**config.mk**
```make
export PLATFORM = sky130hd
export DESIGN_NAME = muldiv_unit
export DESIGN_NICKNAME = d
export VERILOG_FILES = /design/src/rtl/muldiv_unit.sv
export SDC_FILE = /design/constraint.sdc
export NUM_CORES = 1
export LEC_CHECK = 0
export ABC_CLOCK_PERIOD_IN_PS = 8500
export BUFFER_PORTS_ARGS = -buffer_cell sky130_fd_sc_hd__buf_2
export CORE_MARGIN = 1.5
export CORE_UTILIZATION = 45
export CTS_CLUSTER_SIZE = 28
export DETAILED_ROUTE_END_ITERATION = 7
export SYNTH_ARGS = -nofsm -noshare
export SYNTH_HDL_FRONTEND = slang
export SYNTH_SLANG_ARGS = --single-unit
```
**constraint.sdc**
```tcl
create_clock -name clk -period 8.5 [get_ports clk]
set_clock_uncertainty 0.05 [all_clocks]
set_input_delay 2.125 -clock clk [delete_from_list [all_inputs] [get_ports clk]]
set_output_delay 2.125 -clock clk [all_outputs]
set_load 0.1 [all_outputs]
```
**src/rtl/muldiv_unit.sv**
```systemverilog
// muldiv_unit: iterative radix-2 signed multiply/divide unit for the execute stage.
// Works on magnitudes during RUN, then applies the sign correction in a two-phase FIX
// step. The first phase registers the negated value and the second writes the result.
module muldiv_unit #(
   parameter int WIDTH = 32
) (
   input  logic             clk,
   input  logic             rst_n,
   input  logic             start,
   input  logic [1:0]       op,
   input  logic [WIDTH-1:0] a,
   input  logic [WIDTH-1:0] b,
   input  logic             flush,
   output logic             busy,
   output logic             done,
   output logic [WIDTH-1:0] result
);

   localparam logic [2:0] S_IDLE = 3'd0;
   localparam logic [2:0] S_PREP = 3'd1;
   localparam logic [2:0] S_RUN  = 3'd2;
   localparam logic [2:0] S_FIX  = 3'd3;
   localparam logic [2:0] S_DONE = 3'd4;

   localparam logic [1:0] OP_MUL  = 2'b00;
   localparam logic [1:0] OP_MULH = 2'b01;
   localparam logic [1:0] OP_DIV  = 2'b10;
   localparam logic [1:0] OP_REM  = 2'b11;

   localparam int CW = $clog2(WIDTH);
   localparam logic [CW-1:0] CNT_LAST = CW'(WIDTH - 1);
   localparam logic [CW-1:0] CNT_ONE  = {{(CW-1){1'b0}}, 1'b1};

   // Magnitude of a two's complement value; -2^(W-1) maps to 2^(W-1) as unsigned.
   function automatic logic [WIDTH-1:0] abs_w(input logic [WIDTH-1:0] v);
      return v[WIDTH-1] ? -v : v;
   endfunction

   logic [2:0]       state_q, state_d;
   logic [1:0]       op_q, op_d;
   logic [WIDTH-1:0] a_q, a_d, b_q, b_d;
   logic [WIDTH-1:0] ub_q, ub_d;        // |b|: multiplicand or divisor
   logic [WIDTH:0]   hi_q, hi_d;        // product high half / partial remainder
   logic [WIDTH-1:0] lo_q, lo_d;        // multiplier-product low half / quotient
   logic [CW-1:0]    cnt_q, cnt_d;
   logic             neg_q, neg_d;      // product or quotient negative
   logic             rneg_q, rneg_d;    // remainder negative (sign of dividend)
   logic             div0_q, div0_d;
   logic             fix_ph_q, fix_ph_d;
   logic [WIDTH-1:0] result_q, result_d;
   logic             busy_q, busy_d, done_q, done_d;

   logic             is_mul_s;
   logic [WIDTH:0]   mul_sum_s, mul_acc_s;
   logic [2*WIDTH:0] mul_sh_s;
   logic [2*WIDTH-1:0] mul_neg_s;
   logic [WIDTH:0]   div_sh_s, div_diff_s;

   assign is_mul_s   = ~op_q[1];
   assign mul_sum_s  = hi_q + {1'b0, ub_q};
   assign mul_acc_s  = lo_q[0] ? mul_sum_s : hi_q;
   assign mul_sh_s   = {mul_acc_s, lo_q} >> 1;
   assign mul_neg_s  = -{hi_q[WIDTH-1:0], lo_q};
   assign div_sh_s   = {hi_q[WIDTH-1:0], lo_q[WIDTH-1]};
   assign div_diff_s = div_sh_s - {1'b0, ub_q};

   // Next-state, datapath step and result selection.
   always_comb begin
      state_d  = state_q;
      op_d     = op_q;
      a_d      = a_q;
      b_d      = b_q;
      ub_d     = ub_q;
      hi_d     = hi_q;
      lo_d     = lo_q;
      cnt_d    = cnt_q;
      neg_d    = neg_q;
      rneg_d   = rneg_q;
      div0_d   = div0_q;
      fix_ph_d = fix_ph_q;
      result_d = result_q;
      case (state_q)
         S_IDLE, S_DONE: begin
            if (start && !flush) begin
               state_d = S_PREP;
               op_d    = op;
               a_d     = a;
               b_d     = b;
            end else begin
               state_d = S_IDLE;
            end
         end
         S_PREP: begin
            ub_d     = abs_w(b_q);
            lo_d     = abs_w(a_q);
            hi_d     = '0;
            cnt_d    = '0;
            neg_d    = a_q[WIDTH-1] ^ b_q[WIDTH-1];
            rneg_d   = a_q[WIDTH-1];
            div0_d   = (b_q == {WIDTH{1'b0}});
            fix_ph_d = 1'b0;
            state_d  = S_RUN;
         end
         S_RUN: begin
            if (is_mul_s) begin
               hi_d = mul_sh_s[2*WIDTH:WIDTH];
               lo_d = mul_sh_s[WIDTH-1:0];
            end else if (!div_diff_s[WIDTH]) begin
               hi_d = div_diff_s;
               lo_d = {lo_q[WIDTH-2:0], 1'b1};
            end else begin
               hi_d = div_sh_s;
               lo_d = {lo_q[WIDTH-2:0], 1'b0};
            end
            cnt_d = cnt_q + CNT_ONE;
            if (cnt_q == CNT_LAST) begin
               state_d = S_FIX;
            end else begin
               state_d = S_RUN;
            end
         end
         S_FIX: begin
            if (!fix_ph_q) begin
               fix_ph_d = 1'b1;
               if (is_mul_s) begin
                  if (neg_q) begin
                     hi_d = {1'b0, mul_neg_s[2*WIDTH-1:WIDTH]};
                     lo_d = mul_neg_s[WIDTH-1:0];
                  end else begin
                     hi_d = hi_q;
                  end
               end else begin
                  if (neg_q) begin
                     lo_d = -lo_q;
                  end else begin
                     lo_d = lo_q;
                  end
                  if (rneg_q) begin
                     hi_d = {1'b0, -hi_q[WIDTH-1:0]};
                  end else begin
                     hi_d = hi_q;
                  end
               end
            end else begin
               state_d = S_DONE;
               case (op_q)
                  OP_MUL:  result_d = lo_q;
                  OP_MULH: result_d = hi_q[WIDTH-1:0];
                  OP_DIV:  result_d = div0_q ? {WIDTH{1'b1}} : lo_q;
                  OP_REM:  result_d = div0_q ? a_q : hi_q[WIDTH-1:0];
                  default: result_d = lo_q;
               endcase
            end
         end
         default: state_d = S_IDLE;
      endcase
      if (flush) begin
         state_d  = S_IDLE;
         result_d = result_q;
      end else begin
         state_d = state_d;
      end
      busy_d = (state_d == S_PREP) || (state_d == S_RUN) || (state_d == S_FIX);
      done_d = (state_d == S_DONE);
   end

   // State and datapath registers with asynchronous clear.
   always_ff @(posedge clk or negedge rst_n) begin
      if (!rst_n) begin
         state_q  <= S_IDLE;
         op_q     <= 2'b00;
         a_q      <= '0;
         b_q      <= '0;
         ub_q     <= '0;
         hi_q     <= '0;
         lo_q     <= '0;
         cnt_q    <= '0;
         neg_q    <= 1'b0;
         rneg_q   <= 1'b0;
         div0_q   <= 1'b0;
         fix_ph_q <= 1'b0;
         result_q <= '0;
         busy_q   <= 1'b0;
         done_q   <= 1'b0;
      end else begin
         state_q  <= state_d;
         op_q     <= op_d;
         a_q      <= a_d;
         b_q      <= b_d;
         ub_q     <= ub_d;
         hi_q     <= hi_d;
         lo_q     <= lo_d;
         cnt_q    <= cnt_d;
         neg_q    <= neg_d;
         rneg_q   <= rneg_d;
         div0_q   <= div0_d;
         fix_ph_q <= fix_ph_d;
         result_q <= result_d;
         busy_q   <= busy_d;
         done_q   <= done_d;
      end
   end

   assign busy   = busy_q;
   assign done   = done_q;
   assign result = result_q;

endmodule

```
==> reports/results.ini <==
[yosys]
async_flop_share = 1.00
syn-instance-count = 2000
yosysSeqAreaShare = 0.322
syn-num-nets = 2143
synth-main-ff-cell = dfrtp_1
netlist-cell-type-count = 77
yosysWarnings = 0
avgSynthCellArea_um2 = 8.11
syn_area_um2 = 16200
ys_seq_elements = 209
synth-edff-count = 0

[placement]
dpl.hpwl_um = 38800
gp_congestion = 0.980
post_dp_cell_area_um2 = 17000
io_buffers = 103

[floorplan]
initial_core_util = 0.456
rows = 69
coreArea_um2 = 35600
dieArea_um2 = 37200
die_w_um = 193
io_pins = 104
die_h_um = 193

[worst_setup_path]
crit_path_top_delay_cell = dfrtp_1
reg2reg_depth = 20
path_common_cell = a21oi_1
worstPathMaxFanout = 46
critPathLaunch = lo_q[31]$_DFFE_PN0P_
slowest_delay_ns = 0.48
cp_data_arrival_time_ns = 5.64
worstPathCellList = inv_1 -> ha_1 -> fa_1 -> nor2b_1 -> o211ai_1 -> a21o_1 -> a21oi_1 -> a21oi_1 -> o31ai_1 -> nor2_1 -> nor2b_1 -> o21ai_0 -> a21oi_1 -> ha_1 -> buf_4 -> nand2b_1 -> o221ai_1 -> a2111oi_0 -> o41ai_1 -> o21ai_0
required_ns = 8.90
start_kind = register
path_buf_inv = 2
worstSetupPathType = register to register
crit_family = compound AO/OA/AOI/OAI gates
endpoint_kind = register
reg2reg_to = hi_q[28]$_DFFE_PN0P_
r2r_setup_slack_ns = 3.26
r2r-start = lo_q[31]$_DFFE_PN0P_

[drt]
wl_per_cell_um = 21.3
finalWirelength_um = 52900
initialDrtViolationCount = 1563
drcViolationCount = 0
vias = 15500
vias_per_cell = 6.22
drtAntennaViolNets = 0
dr.pass1.iters = 6

[sta]
worst_slew_pin_slew_ns = 1.15
tns_ns = 0
setup_viol = 0
final_hold_viol_count = 0
rsz0062_at_grt = false
fin_crit_ns = 5.24
fmax_ghz = 0.191
slew_headroom = 0.233
drv_slew = 0
hold_slack_ns = 0.423
min_period_over_period = 0.616

[cells_and_area]
final_cell_mix = 250 x nand2_1, 236 x o21ai_0, 207 x dfrtp_1
multi_input_area_um2 = 10200
final_area_um2 = 17800
area_growth_pct = 9.75
seq_area_um2 = 5240
diodes = 0
fin_util = 0.501
drive_gt1_frac = 0.135
final_common_cell = nand2_1
fin_nets = 2151
fill_cells = 3492

[global_routing]
grt_overflow = 0
grt_usage = 0.284
grt_pass1_wl_um = 81500
grt_pass1_vias = 13800
antenna_found_initial = 0
grt_max_degree = 93

[clock_tree]
clk_pin_slew_ns = 0.07
numCtsBuffers = 25
insertion_delay_ns = 0.54
cts.sinks = 209
ctsResizeCount = 0
cts-root-buf = clkbuf_16
postCtsHoldBufs = 0
cts_tree = built
cts-htree-levels = 1
clockBufferDepth = 3
post_cts_buffers = 0

[run]
drv_cap = 0

[worst_hold_path]
min_to = result[27]$_DFFE_PN0P_
hold_class = register to register
hold_start = result[27]$_DFFE_PN0P_
min_path_cells = 2

[pwr]
ir_worst_vdd_mv = 0.196
p_leak_nw = 7.71
power_density_nw_per_um2 = 382
power_mw = 6.81

[outcome]
outcome = complete, no violations

where the power goes:
part	internal, mW	total [mW]	switching (mW)
logic	1.49	3.79	2.30
clock network	0.633	1.11	0.474
registers	1.29	1.92	0.631
synthesized netlist by cell type, types with 15 or more instances:
master	number	share of area
clkbuf_1	131	0.030
ha_1	71	0.055
a31oi_1	16	0.0062
xor2_1	48	0.026
mux2i_1	40	0.025
nor2_1	124	0.029
o211ai_1	30	0.014
xnor2_1	57	0.031
nand3_1	41	0.013
dfrtp_1	209	0.32
or3_1	26	0.010
inv_1	73	0.017
a21o_1	34	0.016
nand2b_1	15	0.0058
nand2_1	250	0.058
nor2b_1	15	0.0058
a211oi_1	23	0.011
nor4_1	18	0.0069
o22ai_1	16	0.0062
o31ai_1	62	0.029
nor3_1	47	0.014
a21oi_1	138	0.043
o21ai_0	237	0.073
mux2_2	70	0.049
stage by stage:
step	worst slack (ns)	std cells
5_1_grt	2.70	2488
3_3_place_gp	3.53	2442
2_1_floorplan	4.45	2000
6_report	3.26	2488
4_1_cts	3.32	2488
3_5_place_dp	3.36	2442
cell type report:
class,count,area share
Timing Repair Buffer,122,0.0375
Multi-Input combinational cell,1575,0.573
Clock buffer,28,0.0374
Clock inverter,18,0.00984
Inverter,75,0.0158
Sequential cell,209,0.294
Tap cell,461,0.0324
metal layers:
layer / vias up / part of all wire / GRT usage / wire [um]
met5: - / 0 / 0 / 0
met1: 7453 / 0.47 / 0.424 / 24800
li1: 7343 / - / - / -
met4: 0 / 0.032 / 0.0879 / 1680
met2: 579 / 0.43 / 0.419 / 22700
met3: 94 / 0.071 / 0.0402 / 3780
cells by family after synthesis:
kind of cell    Yosys count  share of synthesized area
compound gates          674                      0.261
simple gates            613                      0.179
buf+inv                 216                     0.0503
flops                   209                      0.322
mux                     110                     0.0732
xor+xnor                105                     0.0567
fa+ha+maj                73                     0.0572
flip-flops by register name, summed over array words and instances, names as in the netlist, 2 cells and up:
signal	flops
result	32
lo_q	32
cnt_q	5
a_q	32
state_q	3
b_q	32
op_q	2
hi_q	33
ub_q	32
worst min-delay path, cell delays in order (launching register included):
cell,delay (ns)
dfrtp_1,0.34
nand2_1,0.04
o21ai_0,0.06
worst max-delay path by stage:
| stage | depth (start not counted) | slack, ns | endpoint |
|---|---|---|---|
| 5_1_grt | 20 | 2.70 | hi_q[28]$_DFFE_PN0P_ |
| 3_3_place_gp | 20 | 3.53 | hi_q[28]$_DFFE_PN0P_ |
| 2_1_floorplan | 20 | 4.45 | hi_q[28]$_DFFE_PN0P_ |
| 3_5_place_dp | 20 | 3.36 | hi_q[28]$_DFFE_PN0P_ |
| 6_report | 20 | 3.26 | hi_q[28]$_DFFE_PN0P_ |
| 4_1_cts | 20 | 3.32 | hi_q[28]$_DFFE_PN0P_ |
Note: power is estimated with default switching activity, not from simulation.
